`src/rtl/sdram_rw_scheduler.sv`:
```
// sdram_rw_scheduler: burst-level write/read scheduler for an SDRAM arbiter.
// Raises write/read burst triggers from FIFO fill levels, counts granted
// beats, advances row/column addresses, alternates sides fairly and keeps
// reads from overtaking writes.
// Optional feature macro: PINGPONG_BUFFER_EN (two-bank frame ping-pong).
module sdram_rw_scheduler #(
  parameter int unsigned BURST_LEN      = 8,
  parameter int unsigned COL_W          = 9,
  parameter int unsigned ROW_W          = 13,
  parameter int unsigned ROWS_PER_FRAME = 16,
  parameter int unsigned FIFO_AW        = 9
) (
  input  logic               sysclk_100M,
  input  logic               rst,
  input  logic               enable,
  input  logic [FIFO_AW:0]   wfifo_level,
  input  logic [FIFO_AW:0]   rfifo_level,
  input  logic               write_data_vld,
  input  logic               read_data_vld,
  output logic               write_trig,
  output logic               read_trig,
  output logic [ROW_W-1:0]   wr_row,
  output logic [COL_W-1:0]   wr_col,
  output logic [1:0]         wr_bank,
  output logic [ROW_W-1:0]   rd_row,
  output logic [COL_W-1:0]   rd_col,
  output logic [1:0]         rd_bank,
  output logic               frame_wr_done,
  output logic               frame_rd_done,
  output logic               busy,
  output logic               err
);

  localparam int unsigned LVL_W  = FIFO_AW + 1;
  localparam int unsigned BEAT_W = $clog2(BURST_LEN) + 1;
  localparam logic [LVL_W-1:0]  WR_THR    = LVL_W'(BURST_LEN);
  localparam logic [LVL_W-1:0]  RD_THR    = LVL_W'((1 << FIFO_AW) - BURST_LEN);
  localparam logic [COL_W-1:0]  COL_STEP  = COL_W'(BURST_LEN);
  localparam logic [ROW_W-1:0]  ROW_LAST  = ROW_W'(ROWS_PER_FRAME - 1);
  localparam logic [BEAT_W-1:0] BEAT_LAST = BEAT_W'(BURST_LEN - 1);

  typedef enum logic [2:0] {
    S_IDLE     = 3'd0,
    S_WR_REQ   = 3'd1,
    S_WR_BURST = 3'd2,
    S_RD_REQ   = 3'd3,
    S_RD_BURST = 3'd4
  } state_t;

  state_t            r_state;
  state_t            w_next_state;
  logic              r_write_trig;
  logic              r_read_trig;
  logic              r_busy;
  logic              w_write_trig_d;
  logic              w_read_trig_d;
  logic              w_busy_d;
  logic [BEAT_W-1:0] r_beat;
  logic              r_last_wr;
  logic              r_err;
  logic [ROW_W-1:0]  r_wr_row;
  logic [COL_W-1:0]  r_wr_col;
  logic [ROW_W-1:0]  r_rd_row;
  logic [COL_W-1:0]  r_rd_col;
  logic              r_frame_wr_done;
  logic              r_frame_rd_done;

  logic              w_wr_elig;
  logic              w_rd_elig;
  logic              w_rd_avail;
  logic              w_beat_last;
  logic              w_wr_fin;
  logic              w_rd_fin;
  logic              w_in_wr;
  logic              w_in_rd;
  logic              w_err_evt;
  logic [COL_W-1:0]  w_wr_col_nxt;
  logic [COL_W-1:0]  w_rd_col_nxt;
  logic              w_wr_col_wrap;
  logic              w_rd_col_wrap;
  logic              w_wr_frame_end;
  logic              w_rd_frame_end;

  assign w_in_wr     = (r_state == S_WR_REQ) || (r_state == S_WR_BURST);
  assign w_in_rd     = (r_state == S_RD_REQ) || (r_state == S_RD_BURST);
  assign w_beat_last = (r_beat == BEAT_LAST);
  assign w_wr_fin    = (r_state == S_WR_BURST) && write_data_vld && w_beat_last;
  assign w_rd_fin    = (r_state == S_RD_BURST) && read_data_vld && w_beat_last;
  assign w_err_evt   = (write_data_vld && !w_in_wr) || (read_data_vld && !w_in_rd);

  assign w_wr_elig   = (wfifo_level >= WR_THR);
  assign w_rd_elig   = (rfifo_level <= RD_THR) && w_rd_avail;

  assign w_wr_col_nxt   = r_wr_col + COL_STEP;
  assign w_rd_col_nxt   = r_rd_col + COL_STEP;
  assign w_wr_col_wrap  = (w_wr_col_nxt == '0);
  assign w_rd_col_wrap  = (w_rd_col_nxt == '0);
  assign w_wr_frame_end = w_wr_fin && w_wr_col_wrap && (r_wr_row == ROW_LAST);
  assign w_rd_frame_end = w_rd_fin && w_rd_col_wrap && (r_rd_row == ROW_LAST);

  // State register plus registered trigger/busy outputs
  always_ff @(posedge sysclk_100M) begin
    if (rst) begin
      r_state      <= S_IDLE;
      r_write_trig <= 1'b0;
      r_read_trig  <= 1'b0;
      r_busy       <= 1'b0;
    end else begin
      r_state      <= w_next_state;
      r_write_trig <= w_write_trig_d;
      r_read_trig  <= w_read_trig_d;
      r_busy       <= w_busy_d;
    end
  end

  // Next-state logic: fair arbitration in IDLE, beat-driven burst exit
  always_comb begin
    w_next_state = r_state;
    case (r_state)
      S_IDLE: begin
        if (enable) begin
          if (w_wr_elig && w_rd_elig) begin
            w_next_state = r_last_wr ? S_RD_REQ : S_WR_REQ;
          end else if (w_wr_elig) begin
            w_next_state = S_WR_REQ;
          end else if (w_rd_elig) begin
            w_next_state = S_RD_REQ;
          end
        end
      end
      S_WR_REQ:   if (write_data_vld) w_next_state = S_WR_BURST;
      S_WR_BURST: if (w_wr_fin)       w_next_state = S_IDLE;
      S_RD_REQ:   if (read_data_vld)  w_next_state = S_RD_BURST;
      S_RD_BURST: if (w_rd_fin)       w_next_state = S_IDLE;
      default:                        w_next_state = S_IDLE;
    endcase
  end

  // Output decode from next state, registered in the state register block
  always_comb begin
    w_write_trig_d = 1'b0;
    w_read_trig_d  = 1'b0;
    w_busy_d       = 1'b0;
    w_write_trig_d = (w_next_state == S_WR_REQ);
    w_read_trig_d  = (w_next_state == S_RD_REQ);
    w_busy_d       = (w_next_state != S_IDLE);
  end

  // Beat counter: first matching word in REQ is beat 1
  always_ff @(posedge sysclk_100M) begin
    if (rst) begin
      r_beat <= '0;
    end else if ((r_state == S_WR_REQ && write_data_vld) ||
                 (r_state == S_RD_REQ && read_data_vld)) begin
      r_beat <= BEAT_W'(1);
    end else if ((r_state == S_WR_BURST && write_data_vld) ||
                 (r_state == S_RD_BURST && read_data_vld)) begin
      r_beat <= w_beat_last ? '0 : r_beat + BEAT_W'(1);
    end
  end

  // Fairness flag and sticky protocol error
  always_ff @(posedge sysclk_100M) begin
    if (rst) begin
      r_last_wr <= 1'b0;
      r_err     <= 1'b0;
    end else begin
      if (w_wr_fin) begin
        r_last_wr <= 1'b1;
      end else if (w_rd_fin) begin
        r_last_wr <= 1'b0;
      end
      if (w_err_evt) begin
        r_err <= 1'b1;
      end
    end
  end

  // Write address advance and frame-end pulse
  always_ff @(posedge sysclk_100M) begin
    if (rst) begin
      r_wr_col        <= '0;
      r_wr_row        <= '0;
      r_frame_wr_done <= 1'b0;
    end else begin
      r_frame_wr_done <= w_wr_frame_end;
      if (w_wr_fin) begin
        r_wr_col <= w_wr_col_nxt;
        if (w_wr_col_wrap) begin
          r_wr_row <= (r_wr_row == ROW_LAST) ? '0 : r_wr_row + ROW_W'(1);
        end
      end
    end
  end

  // Read address advance and frame-end pulse
  always_ff @(posedge sysclk_100M) begin
    if (rst) begin
      r_rd_col        <= '0;
      r_rd_row        <= '0;
      r_frame_rd_done <= 1'b0;
    end else begin
      r_frame_rd_done <= w_rd_frame_end;
      if (w_rd_fin) begin
        r_rd_col <= w_rd_col_nxt;
        if (w_rd_col_wrap) begin
          r_rd_row <= (r_rd_row == ROW_LAST) ? '0 : r_rd_row + ROW_W'(1);
        end
      end
    end
  end

`ifdef PINGPONG_BUFFER_EN
  logic       r_frame_ready;
  logic [1:0] r_wr_bank;
  logic [1:0] r_rd_bank;
  logic [1:0] r_done_bank;
  logic       w_rd_frame_start;

  // A read frame starts when burst 1 of the frame is requested
  assign w_rd_frame_start = (r_state == S_IDLE) && (w_next_state == S_RD_REQ) &&
                            (r_rd_row == '0) && (r_rd_col == '0);
  assign w_rd_avail = r_frame_ready || (r_rd_row != '0) || (r_rd_col != '0);

  // Bank ping-pong: writers swap banks per frame, readers follow the last full frame
  always_ff @(posedge sysclk_100M) begin
    if (rst) begin
      r_frame_ready <= 1'b0;
      r_wr_bank     <= 2'd0;
      r_rd_bank     <= 2'd0;
      r_done_bank   <= 2'd0;
    end else begin
      if (w_wr_frame_end) begin
        r_wr_bank     <= {1'b0, ~r_wr_bank[0]};
        r_done_bank   <= r_wr_bank;
        r_frame_ready <= 1'b1;
      end else if (w_rd_frame_start) begin
        r_frame_ready <= 1'b0;
      end
      if (w_rd_frame_start) begin
        r_rd_bank <= r_done_bank;
      end
    end
  end

  assign wr_bank = r_wr_bank;
  assign rd_bank = r_rd_bank;
`else
  localparam int unsigned AV_W = ROW_W + COL_W;
  logic [AV_W-1:0] r_avail;

  assign w_rd_avail = (r_avail != '0);

  // Bursts written but not yet read
  always_ff @(posedge sysclk_100M) begin
    if (rst) begin
      r_avail <= '0;
    end else if (w_wr_fin && !w_rd_fin) begin
      r_avail <= r_avail + AV_W'(1);
    end else if (w_rd_fin && !w_wr_fin) begin
      r_avail <= r_avail - AV_W'(1);
    end
  end

  assign wr_bank = 2'd0;
  assign rd_bank = 2'd0;
`endif

  assign write_trig    = r_write_trig;
  assign read_trig     = r_read_trig;
  assign busy          = r_busy;
  assign err           = r_err;
  assign wr_row        = r_wr_row;
  assign wr_col        = r_wr_col;
  assign rd_row        = r_rd_row;
  assign rd_col        = r_rd_col;
  assign frame_wr_done = r_frame_wr_done;
  assign frame_rd_done = r_frame_rd_done;

endmodule

```
`config.mk`:
```
export PLATFORM = sky130hd
export DESIGN_NAME = sdram_rw_scheduler
export DESIGN_NICKNAME = d
export VERILOG_FILES = /design/src/rtl/sdram_rw_scheduler.sv
export SDC_FILE = /design/constraint.sdc
export NUM_CORES = 1
export LEC_CHECK = 0
export BUFFER_PORTS_ARGS = -buffer_cell sky130_fd_sc_hd__buf_2
export CORE_MARGIN = 8
export CORE_UTILIZATION = 57
export CTS_CLUSTER_SIZE = 14
export DETAILED_ROUTE_END_ITERATION = 6
export MAX_ROUTING_LAYER = met4
export PLACE_DENSITY = 0.81
export RECOVER_POWER = 50
export SYNTH_ARGS = -nofsm -noshare
export SYNTH_HDL_FRONTEND = slang
export SYNTH_SLANG_ARGS = --single-unit
```
`constraint.sdc`:
```
create_clock -name sysclk_100M -period 5.4 [get_ports sysclk_100M]
set_clock_uncertainty 0.05 [all_clocks]
set_input_delay 1.08 -clock sysclk_100M [delete_from_list [all_inputs] [get_ports sysclk_100M]]
set_output_delay 1.08 -clock sysclk_100M [all_outputs]
set_load 0.02 [all_outputs]
```
==> impl_metrics.py, run 1 <==
metrics = {
    "run_status": {
        "outcome": "finished with violations",
        "violations": "max-capacitance violations, max-slew violations",
    },
    "synthesis": {
        "syn_area_per_cell_um2": 8.19,
        "async_flop_share": 0,
        "syn_area_mm2": 0.00468,
        "synthTopCellsByCount": "dfxtp_1, nor2_1, a21oi_1",
        "synth_top_area_cell": "dfxtp_1",
        "yosysWarnings": 0,
        "syn_inst": 572,
        "synth_area_leaders": "dfxtp_1, ha_1, nor2_1",
        "synth_top_area_share": 0.316,
        "seq_area_frac_synth": 0.316,
        "synth_edf_count": 0,
        "synth_cell_types": 67,
        "yosysMostFrequentCell": "dfxtp_1",
        "ys_seq_elements": 74,
        "synth_top_flop_cell": "dfxtp_1",
    },
    "timing": {
        "slew_violations": 37,
        "max_freq_mhz": 224,
        "rsz0062_at_grt": "no",
        "max_slew_margin": -0.0552,
        "fin_crit_sh": 0.825,
        "setup_viol": 0,
        "min_period_ns": 4.46,
        "finalHoldViolCount": 0,
        "tightest_slew_ns": 1.58,
        "fin_tns_setup_ns": 0,
    },
    "floorplanning": {
        "die_h_um": 107,
        "die_area_mm2": 0.0114,
        "core_area_mm2": 0.00809,
        "rows": 33,
        "start_util": 0.579,
        "ios": 79,
        "fp.dieW_um": 107,
    },
    "detailed_routing": {
        "drt_pass1_iterations": 4,
        "vias_per_cell": 5.75,
        "drc_errors": 0,
        "vias": 4238,
        "antenna_left": 0,
        "drtIter0Drc": 161,
        "avgRoutedWirePerCell_um": 14.5,
        "wl_um": 10700,
    },
    "layout": {
        "fin_nets": 684,
        "nFillCells": 716,
        "area_growth_syn_to_layout_pct": 10.5,
        "drive_gt1_frac": 0.0934,
        "num_antenna_cells": 0,
    },
    "clock_tree": {
        "cts_setup_buffers": 0,
        "clk_latency_ns": 0.35,
        "root_buffer": "clkbuf_8",
        "numCtsBuffers": 9,
        "cts.sinks": 74,
        "h-tree-depth": 3,
        "cts.clk_slew.worst_paths_ns": 0.09,
        "clock_path_buffers": 2,
        "cts-hold-fix-buffers": 0,
        "cts_tree": "built",
        "cts_resized": 0,
    },
    "worst_setup_path": {
        "cp.arrival_ns": 4.65,
        "critPathBufInv": 4,
        "cp-end-kind": "flip-flop",
        "cp_max_fo": 13,
        "crit_chain": "buf_2 > and4bb_2 > nand2_1 > clkinv_1 > ha_1 > inv_1 > buf_4 > ha_1 > and3_1 > and3_1 > nand3_1 > a21oi_1 > nor3_1 > a211oi_1 > mux2_2",
        "criticalPathCategory": "primary input to flip-flop",
        "crit_family": "simple AND/OR/NAND/NOR gates",
        "critPathMaxStageDelay_ns": 0.37,
        "crit_slowest_cell": "mux2_2",
        "cp-start-kind": "primary input",
        "required_ns": 5.60,
    },
    "power_and_ir_drop": {
        "internal-power_uw": 787,
        "power.total_mw": 1.06,
        "seqPwrFrac": 0.522,
        "p_sw_uw": 275,
        "vdd_ir_drop_max_uv": 104,
        "combPwrFrac": 0.045,
        "swShare": 0.259,
        "power_density_mw_per_mm2": 205,
        "leakagePower_nw": 2.19,
        "p_clk_frac": 0.433,
    },
    "placed_design": {
        "gp_congestion": 0.884,
        "place_hpwl_um": 7730,
        "portBuffers": 65,
    },
    "grt": {
        "grt_max_degree": 37,
        "grt_overflow": 0,
        "grt_pass1_wl_um": 17800,
        "track_usage": 0.188,
        "grt_pass1_vias": 3977,
        "antenna_found_initial": 0,
    },
    "worst_hold_path": {
        "hold_class": "flip-flop to flip-flop",
    },
    "job": {
        "cap_violations": 1,
    },
}
## final timing paths
kind / cells after the start / slack (ns) / start / endpoint
max: 15 / 0.94 / write_data_vld / r_avail[21]
min: 2 / 0.40 / err / err
max reg2reg: 15 / 1.03 / r_beat[0] / r_avail[21]
min reg2reg: 2 / 0.40 / err / err
## flip-flops by register name, summed over array words and instances, names as in the netlist
signal / flops
r_state: 3
rd_col: 6
err: 1
frame_wr_done: 1
wr_row: 13
frame_rd_done: 1
busy: 1
r_last_wr: 1
read_trig: 1
r_beat: 4
rd_row: 13
wr_col: 6
r_avail: 22
write_trig: 1
## worst register-to-register path, stage by stage, from the launching register on
cell      delay (ns)
dfxtp_1         0.38
ha_1            0.17
and3b_1         0.30
and3_1          0.43
inv_1           0.16
ha_1            0.28
inv_1           0.34
buf_4           0.29
ha_1            0.34
and3_1          0.26
and3_1          0.19
nand3_1         0.10
a21oi_1         0.21
nor3_1          0.09
a211oi_1        0.30
mux2_2          0.37
## power groups by stage
stage | logic (mW) | clock network [mW] | registers (mW)
final | 0.0483 | 0.460 | 0.554
after global routing | 0.0538 | 0.494 | 0.556
after CTS | 0.0494 | 0.469 | 0.554
after detailed placement | 0.0491 | 0 | 0.567
after global placement | 0.0481 | 0 | 0.567
after floorplan | 0.0387 | 0 | 0.568
## placed cells by master (no fill, tap or decap), types with 6 or more instances in the layout
cell type  count
xor2_1        24
nor4_1        11
clkbuf_1      39
a21o_1        10
nor3_1        23
clkbuf_8       9
nor2_1        70
o21ai_0       16
inv_1         18
nor2b_1        9
xnor2_1       21
and3_1        14
mux2i_1       12
conb_1        10
buf_2         27
ha_1          31
o21a_1         6
dfxtp_1       74
nand3_1       20
nand2_1       41
nand4_1       15
a21oi_1       44
## layout make-up
cell class | instances | area [µm²] | area share
clock buffer | 9 | 124 | 0.0239
multi-input combinational | 455 | 2990 | 0.577
tap | 105 | 131 | 0.0254
inverter | 19 | 71.3 | 0.0138
clock inverter | 7 | 82.6 | 0.0160
timing repair buffer | 68 | 297 | 0.0573
sequential | 74 | 1480 | 0.286
## cell families (layout without fill, tap and decap cells)
| family | Yosys count | in the layout | synth area share |
|---|---|---|---|
| compound gates | 119 | 119 | 0.172 |
| xor+xnor | 45 | 45 | 0.0842 |
| fa+ha+maj | 32 | 32 | 0.0871 |
| buf+inv | 52 | 103 | 0.0526 |
| flops | 74 | 74 | 0.316 |
| mux | 14 | 14 | 0.0305 |
| other cells | 1 | 10 | 0.000801 |
| simple gates | 235 | 235 | 0.257 |
## routing by layer
metal | GRT usage | part of all wire | vias to the layer above
li1 | - | - | 2153
met1 | 0.209 | 0.44 | 1966
met2 | 0.326 | 0.49 | 109
met3 | 0.0426 | 0.061 | 10
met4 | 0.0603 | 0.0098 | 0
met5 | - | 0 | -
## per-stage QoR
stage | instances | area [µm²] | util | hold slack [ns] | setup WS [ns]
after floorplan | 581 | 4720 | - | 0.395 | 1.17
after global placement | 721 | 5020 | 0.620 | 0.383 | 0.708
after detailed placement | 721 | 5020 | 0.620 | 0.387 | 0.649
after CTS | 737 | 5230 | 0.646 | 0.400 | 1.01
after global routing | 737 | 5180 | 0.640 | 0.440 | 0.701
final | 737 | 5180 | 0.640 | 0.401 | 0.945
No activity file was read; power rests on OpenSTA's default activity.
==> run 2, diff against run 1 <==
Settings changed: ABC_AREA from default to 1, CORE_UTILIZATION 57 to 58.
Clock period 5.4 ns to 4.1 ns, I/O delays scaled along.
==> run 2 against run 1 <==
The run now ends clean. Wire length rose by 21%. Non-clock buffer count rose by 2. Power rose by 34%. Largest cell class unchanged. Flip-flop and latch count did not move. Critical path depth rose by 2. Highest routed layer unchanged. Critical path type is now flip-flop to flip-flop.
==> impl_metrics.py, run 2 <==
metrics = {
    "floorplanning": {
        "fp.dieW_um": 113,
        "die_area_mm2": 0.0127,
        "core_area_mm2": 0.00915,
        "start_util": 0.593,
        "ios": 79,
        "rows": 35,
        "die_h_um": 113,
    },
    "timing": {
        "tightest_slew_ns": 0.737,
        "fin_tns_setup_ns": 0,
        "finalHoldViolCount": 0,
        "min_period_ns": 3.55,
        "max_freq_mhz": 282,
        "max_slew_margin": 0.504,
        "fin_crit_sh": 0.866,
        "setup_viol": 0,
        "rsz0062_at_grt": "no",
        "slew_violations": 0,
    },
    "layout": {
        "final_cell_mix": "nand2_1, inv_1, nor2_1",
        "num_antenna_cells": 0,
        "fin_nets": 957,
        "mostFrequentLayoutCell": "nand2_1",
        "largest_reg_flops": 22,
        "area_growth_syn_to_layout_pct": 9.56,
        "top_register": "r_avail",
        "final_util": 0.650,
        "drive_gt1_frac": 0.0696,
        "nFillCells": 878,
    },
    "detailed_routing": {
        "antenna_left": 0,
        "drt_pass1_iterations": 5,
        "wl_um": 12900,
        "vias": 5410,
        "avgRoutedWirePerCell_um": 12.7,
        "vias_per_cell": 5.32,
        "drc_errors": 0,
        "drtIter0Drc": 427,
    },
    "synthesis": {
        "yosysWarnings": 0,
        "syn_area_mm2": 0.00543,
        "synth_area_leaders": "dfxtp_1, nand2_1, inv_1",
        "seq_area_frac_synth": 0.273,
        "synth_top_flop_cell": "dfxtp_1",
        "synth_top_area_cell": "dfxtp_1",
        "yosysMostFrequentCell": "nand2_1",
        "synth_top_area_share": 0.273,
        "synth_edf_count": 0,
        "synthTopCellsByCount": "nand2_1, inv_1, nor2_1",
        "synth_cell_types": 42,
        "async_flop_share": 0,
        "syn_area_per_cell_um2": 6.47,
        "syn_inst": 839,
        "ys_seq_elements": 74,
    },
    "grt": {
        "grt_pass1_vias": 5025,
        "antenna_found_initial": 0,
        "gr-usage-met1": 0.254,
        "grt-busiest-layer": "met2",
        "grt_overflow": 0,
        "groute.layer.met2.usage": 0.349,
        "use_met3": 0.0394,
        "grt_max_degree": 51,
        "track_usage": 0.211,
        "grt_pass1_wl_um": 22200,
    },
    "clock_tree": {
        "cts_tree": "built",
        "cts.sinks": 74,
        "clock_path_buffers": 2,
        "numCtsBuffers": 9,
        "h-tree-depth": 3,
        "cts_resized": 0,
        "cts-hold-fix-buffers": 0,
        "root_buffer": "clkbuf_8",
        "cts_setup_buffers": 0,
        "cts.clk_slew.worst_paths_ns": 0.09,
        "clk_latency_ns": 0.36,
    },
    "placed_design": {
        "portBuffers": 65,
        "gp_congestion": 0.961,
        "place_hpwl_um": 9740,
    },
    "power_and_ir_drop": {
        "vdd_ir_drop_max_uv": 143,
        "power_density_mw_per_mm2": 239,
        "power.total_mw": 1.42,
        "leakagePower_nw": 2.91,
    },
    "worst_setup_path": {
        "required_ns": 4.31,
        "cp.arrival_ns": 3.76,
        "criticalPathCategory": "flip-flop to flip-flop",
        "cp-start-kind": "flip-flop",
        "cp-end-kind": "flip-flop",
        "cp_max_fo": 13,
    },
    "job": {
        "cap_violations": 0,
    },
    "worst_hold_path": {
        "hold_class": "flip-flop to flip-flop",
    },
    "run_status": {
        "outcome": "finished, final reports clean",
    },
}
-- run 2: cell type report --
cell class | instances | area (µm²) | share of cell area
well taps | 111 | 139 | 0.0233
repair buffers | 70 | 309 | 0.0520
flip-flops and latches | 74 | 1480 | 0.249
multi-input cells | 623 | 3340 | 0.562
clock buffers | 10 | 138 | 0.0231
clock inverters | 6 | 73.8 | 0.0124
inverters | 122 | 463 | 0.0778
-- run 2: critical path, cell delays in order, from the launching register on --
cell     delay, ns
dfxtp_1       0.36
ha_1          0.20
nand3_1       0.11
inv_1         0.13
nand3_1       0.29
ha_1          0.35
inv_1         0.35
ha_1          0.38
a21oi_1       0.25
o21ai_0       0.23
nand2_1       0.11
nand2_1       0.11
nand3_1       0.09
nand2_1       0.10
nand2_1       0.07
nand2_1       0.04
o21ai_0       0.16
inv_1         0.05
-- run 2: kinds of logic (layout without fill, tap and decap cells) --
logic type      after synthesis  count (layout)  share of synthesized area
flops                        74              74                      0.273
fa+ha+maj                    32              32                     0.0751
xor+xnor                     42              42                     0.0678
simple gates                421             421                      0.352
other cells                   1              10                   0.000691
buf+inv                     151             208                      0.115
compound gates              118             118                      0.116
-- run 2: power by group --
part / switching [mW] / total, mW / internal [mW]
Sequential: 0.00630 / 0.733 / 0.727
Clock: 0.298 / 0.603 / 0.305
Combinational: 0.0589 / 0.0839 / 0.0249
Total: 0.364 / 1.42 / 1.06
-- run 2: metal layers --
metal,vias to the layer above,part of all wire,wire (µm)
li1,2825,-,-
met4,0,0.014,178
met5,-,0,0
met2,120,0.47,6030
met1,2449,0.47,6070
met3,16,0.047,601
-- run 2: metrics by stage --
stage	instances	worst slack, ns	hold WS [ns]	cell area, µm²
after global placement	1000	0.632	0.405	5800
after global routing	1016	0.199	0.468	5950
final	1016	0.551	0.421	5950
after detailed placement	1000	0.597	0.406	5800
after floorplan	848	0.832	0.393	5460
after CTS	1016	0.707	0.419	6010
-- run 2: path summary, 6_finish.rpt --
check | slack, ns | end | start | depth (start not counted)
setup / recovery | 0.55 | r_avail[15] | r_beat[1] | 17
hold / removal | 0.42 | r_beat[3] | r_beat[3] | 2
setup reg to reg | 0.55 | r_avail[15] | r_beat[1] | 17
hold reg to reg | 0.42 | r_beat[3] | r_beat[3] | 2
==> run 3, diff against run 2 <==
Settings changed: MAX_ROUTING_LAYER met4 to default.
==> run 3 against run 2 <==
Via count is 0.30% higher. Highest routed layer unchanged. Global-route usage is 0.77 points lower. Hold slack better by 0.0043 ns. Largest cell class unchanged. Wire length is 1.4% lower. Critical path type unchanged. Clock power is 5.1% lower. Clock-buffer cell count stayed put.
==> impl_metrics.py, run 3 (synthesized netlist as in run 2, its figures left out) <==
metrics = {
    "layout": {
        "finalNonFillerCells": 1016,
        "drive_gt1_frac": 0.0696,
        "area_growth_syn_to_layout_pct": 9.43,
        "fin_nets": 957,
        "final_cell_mix": "nand2_1, inv_1, nor2_1",
        "num_antenna_cells": 0,
        "mostFrequentLayoutCell": "nand2_1",
        "largest_reg_flops": 22,
        "final_util": 0.649,
        "top_register": "r_avail",
    },
    "detailed_routing": {
        "drt_pass1_iterations": 5,
        "drtIter0Drc": 281,
        "vias": 5426,
        "antenna_left": 0,
        "wl_um": 12700,
        "avgRoutedWirePerCell_um": 12.5,
        "vias_per_cell": 5.34,
        "drc_errors": 0,
    },
    "worst_setup_path": {
        "required_ns": 4.29,
        "cp_max_fo": 13,
        "cp-end-kind": "flip-flop",
        "cp.arrival_ns": 3.63,
        "rrSetupSlack_ns": 0.66,
        "criticalPathCategory": "flip-flop to flip-flop",
        "cp-start-kind": "flip-flop",
    },
    "timing": {
        "slew_violations": 0,
        "max_slew_margin": 0.533,
        "max_freq_mhz": 291,
        "finalHoldViolCount": 0,
        "setup_viol": 0,
        "tightest_slew_ns": 0.693,
        "fin_tns_setup_ns": 0,
        "min_period_ns": 3.44,
        "rsz0062_at_grt": "no",
        "fin_crit_sh": 0.838,
        "fin_hold_ws_ns": 0.425,
    },
    "power_and_ir_drop": {
        "vdd_ir_drop_max_uv": 215,
        "power_density_mw_per_mm2": 234,
        "p_sw_uw": 356,
        "seqPwrFrac": 0.527,
        "internal-power_mw": 1.03,
        "swShare": 0.256,
        "power.total_mw": 1.39,
        "p_clk_frac": 0.412,
        "combPwrFrac": 0.061,
        "leakagePower_nw": 2.89,
    },
    "worst_hold_path": {
        "hold_class": "flip-flop to flip-flop",
    },
    "floorplanning": {
        "die_h_um": 113,
        "core_area_mm2": 0.00915,
        "fp.dieW_um": 113,
        "die_area_mm2": 0.0127,
        "rows": 35,
        "ios": 79,
        "start_util": 0.593,
    },
    "grt": {
        "grt_pass1_vias": 5077,
        "antenna_found_initial": 0,
        "grt_pass1_wl_um": 22100,
        "grt_overflow": 0,
        "grt_max_degree": 51,
        "track_usage": 0.203,
    },
    "clock_tree": {
        "cts_setup_buffers": 0,
        "root_buffer": "clkbuf_8",
        "cts_tree": "built",
        "numCtsBuffers": 9,
        "clock_path_buffers": 2,
        "cts_resized": 0,
        "cts.clk_slew.worst_paths_ns": 0.08,
        "h-tree-depth": 3,
        "cts.sinks": 74,
        "clk_latency_ns": 0.35,
        "cts-hold-fix-buffers": 0,
    },
    "job": {
        "cap_violations": 0,
    },
    "placed_design": {
        "place_hpwl_um": 9550,
        "place_inst": 1000,
        "portBuffers": 65,
        "gp_congestion": 0.930,
    },
    "run_status": {
        "outcome": "finished, final reports clean",
    },
}
==> run 3: worst max-delay path, stage by stage, from the launching register on <==
cell,delay (ns)
dfxtp_1,0.36
ha_1,0.20
nand3_1,0.12
inv_1,0.17
nand3_4,0.17
clkinv_4,0.08
ha_1,0.21
inv_1,0.24
buf_4,0.27
ha_1,0.30
nand2_1,0.06
o21ai_0,0.36
nand2_1,0.09
nand2_1,0.15
nand3_1,0.11
nand2_1,0.13
nor2_1,0.05
o21ai_0,0.16
inv_1,0.05
==> run 3: cell type report <==
cell class	instances	area (µm²)
Clock inverter	6	65.1
Multi-Input combinational cell	623	3360
Tap cell	111	139
Timing Repair Buffer	70	308
Fill cell	876	3210
Clock buffer	10	128
Sequential cell	74	1480
Inverter	122	463
==> run 3: worst paths after layout <==
path              cells past startpoint           to  startpoint
setup / recovery                     18  r_avail[15]   r_beat[1]
hold / removal                        2    r_beat[3]   r_beat[3]
hold reg to reg                       2    r_beat[3]   r_beat[3]
setup reg to reg                     18  r_avail[15]   r_beat[1]
==> run 3: metal layers <==
layer,share of wire,GRT usage,vias up
li1,-,-,2819
met1,0.46,0.244,2430
met2,0.46,0.349,151
met3,0.059,0.0426,26
met4,0.018,0.0746,0
met5,0,0,-
==> run 3: power by group through the flow <==
stage / Clock [mW] / Combinational [mW] / Sequential (mW)
final: 0.572 / 0.0853 / 0.733
after global routing: 0.620 / 0.0960 / 0.734
after CTS: 0.586 / 0.0863 / 0.732
after detailed placement: 0 / 0.0859 / 0.749
after global placement: 0 / 0.0846 / 0.749
after floorplan: 0 / 0.0613 / 0.755
==> run 3: metrics by stage <==
step	area (µm²)	worst slack (ns)
floorplan	5460	0.832
global placement	5800	0.633
detailed placement	5800	0.602
CTS	6000	0.654
global route	5940	0.313
finish	5940	0.665
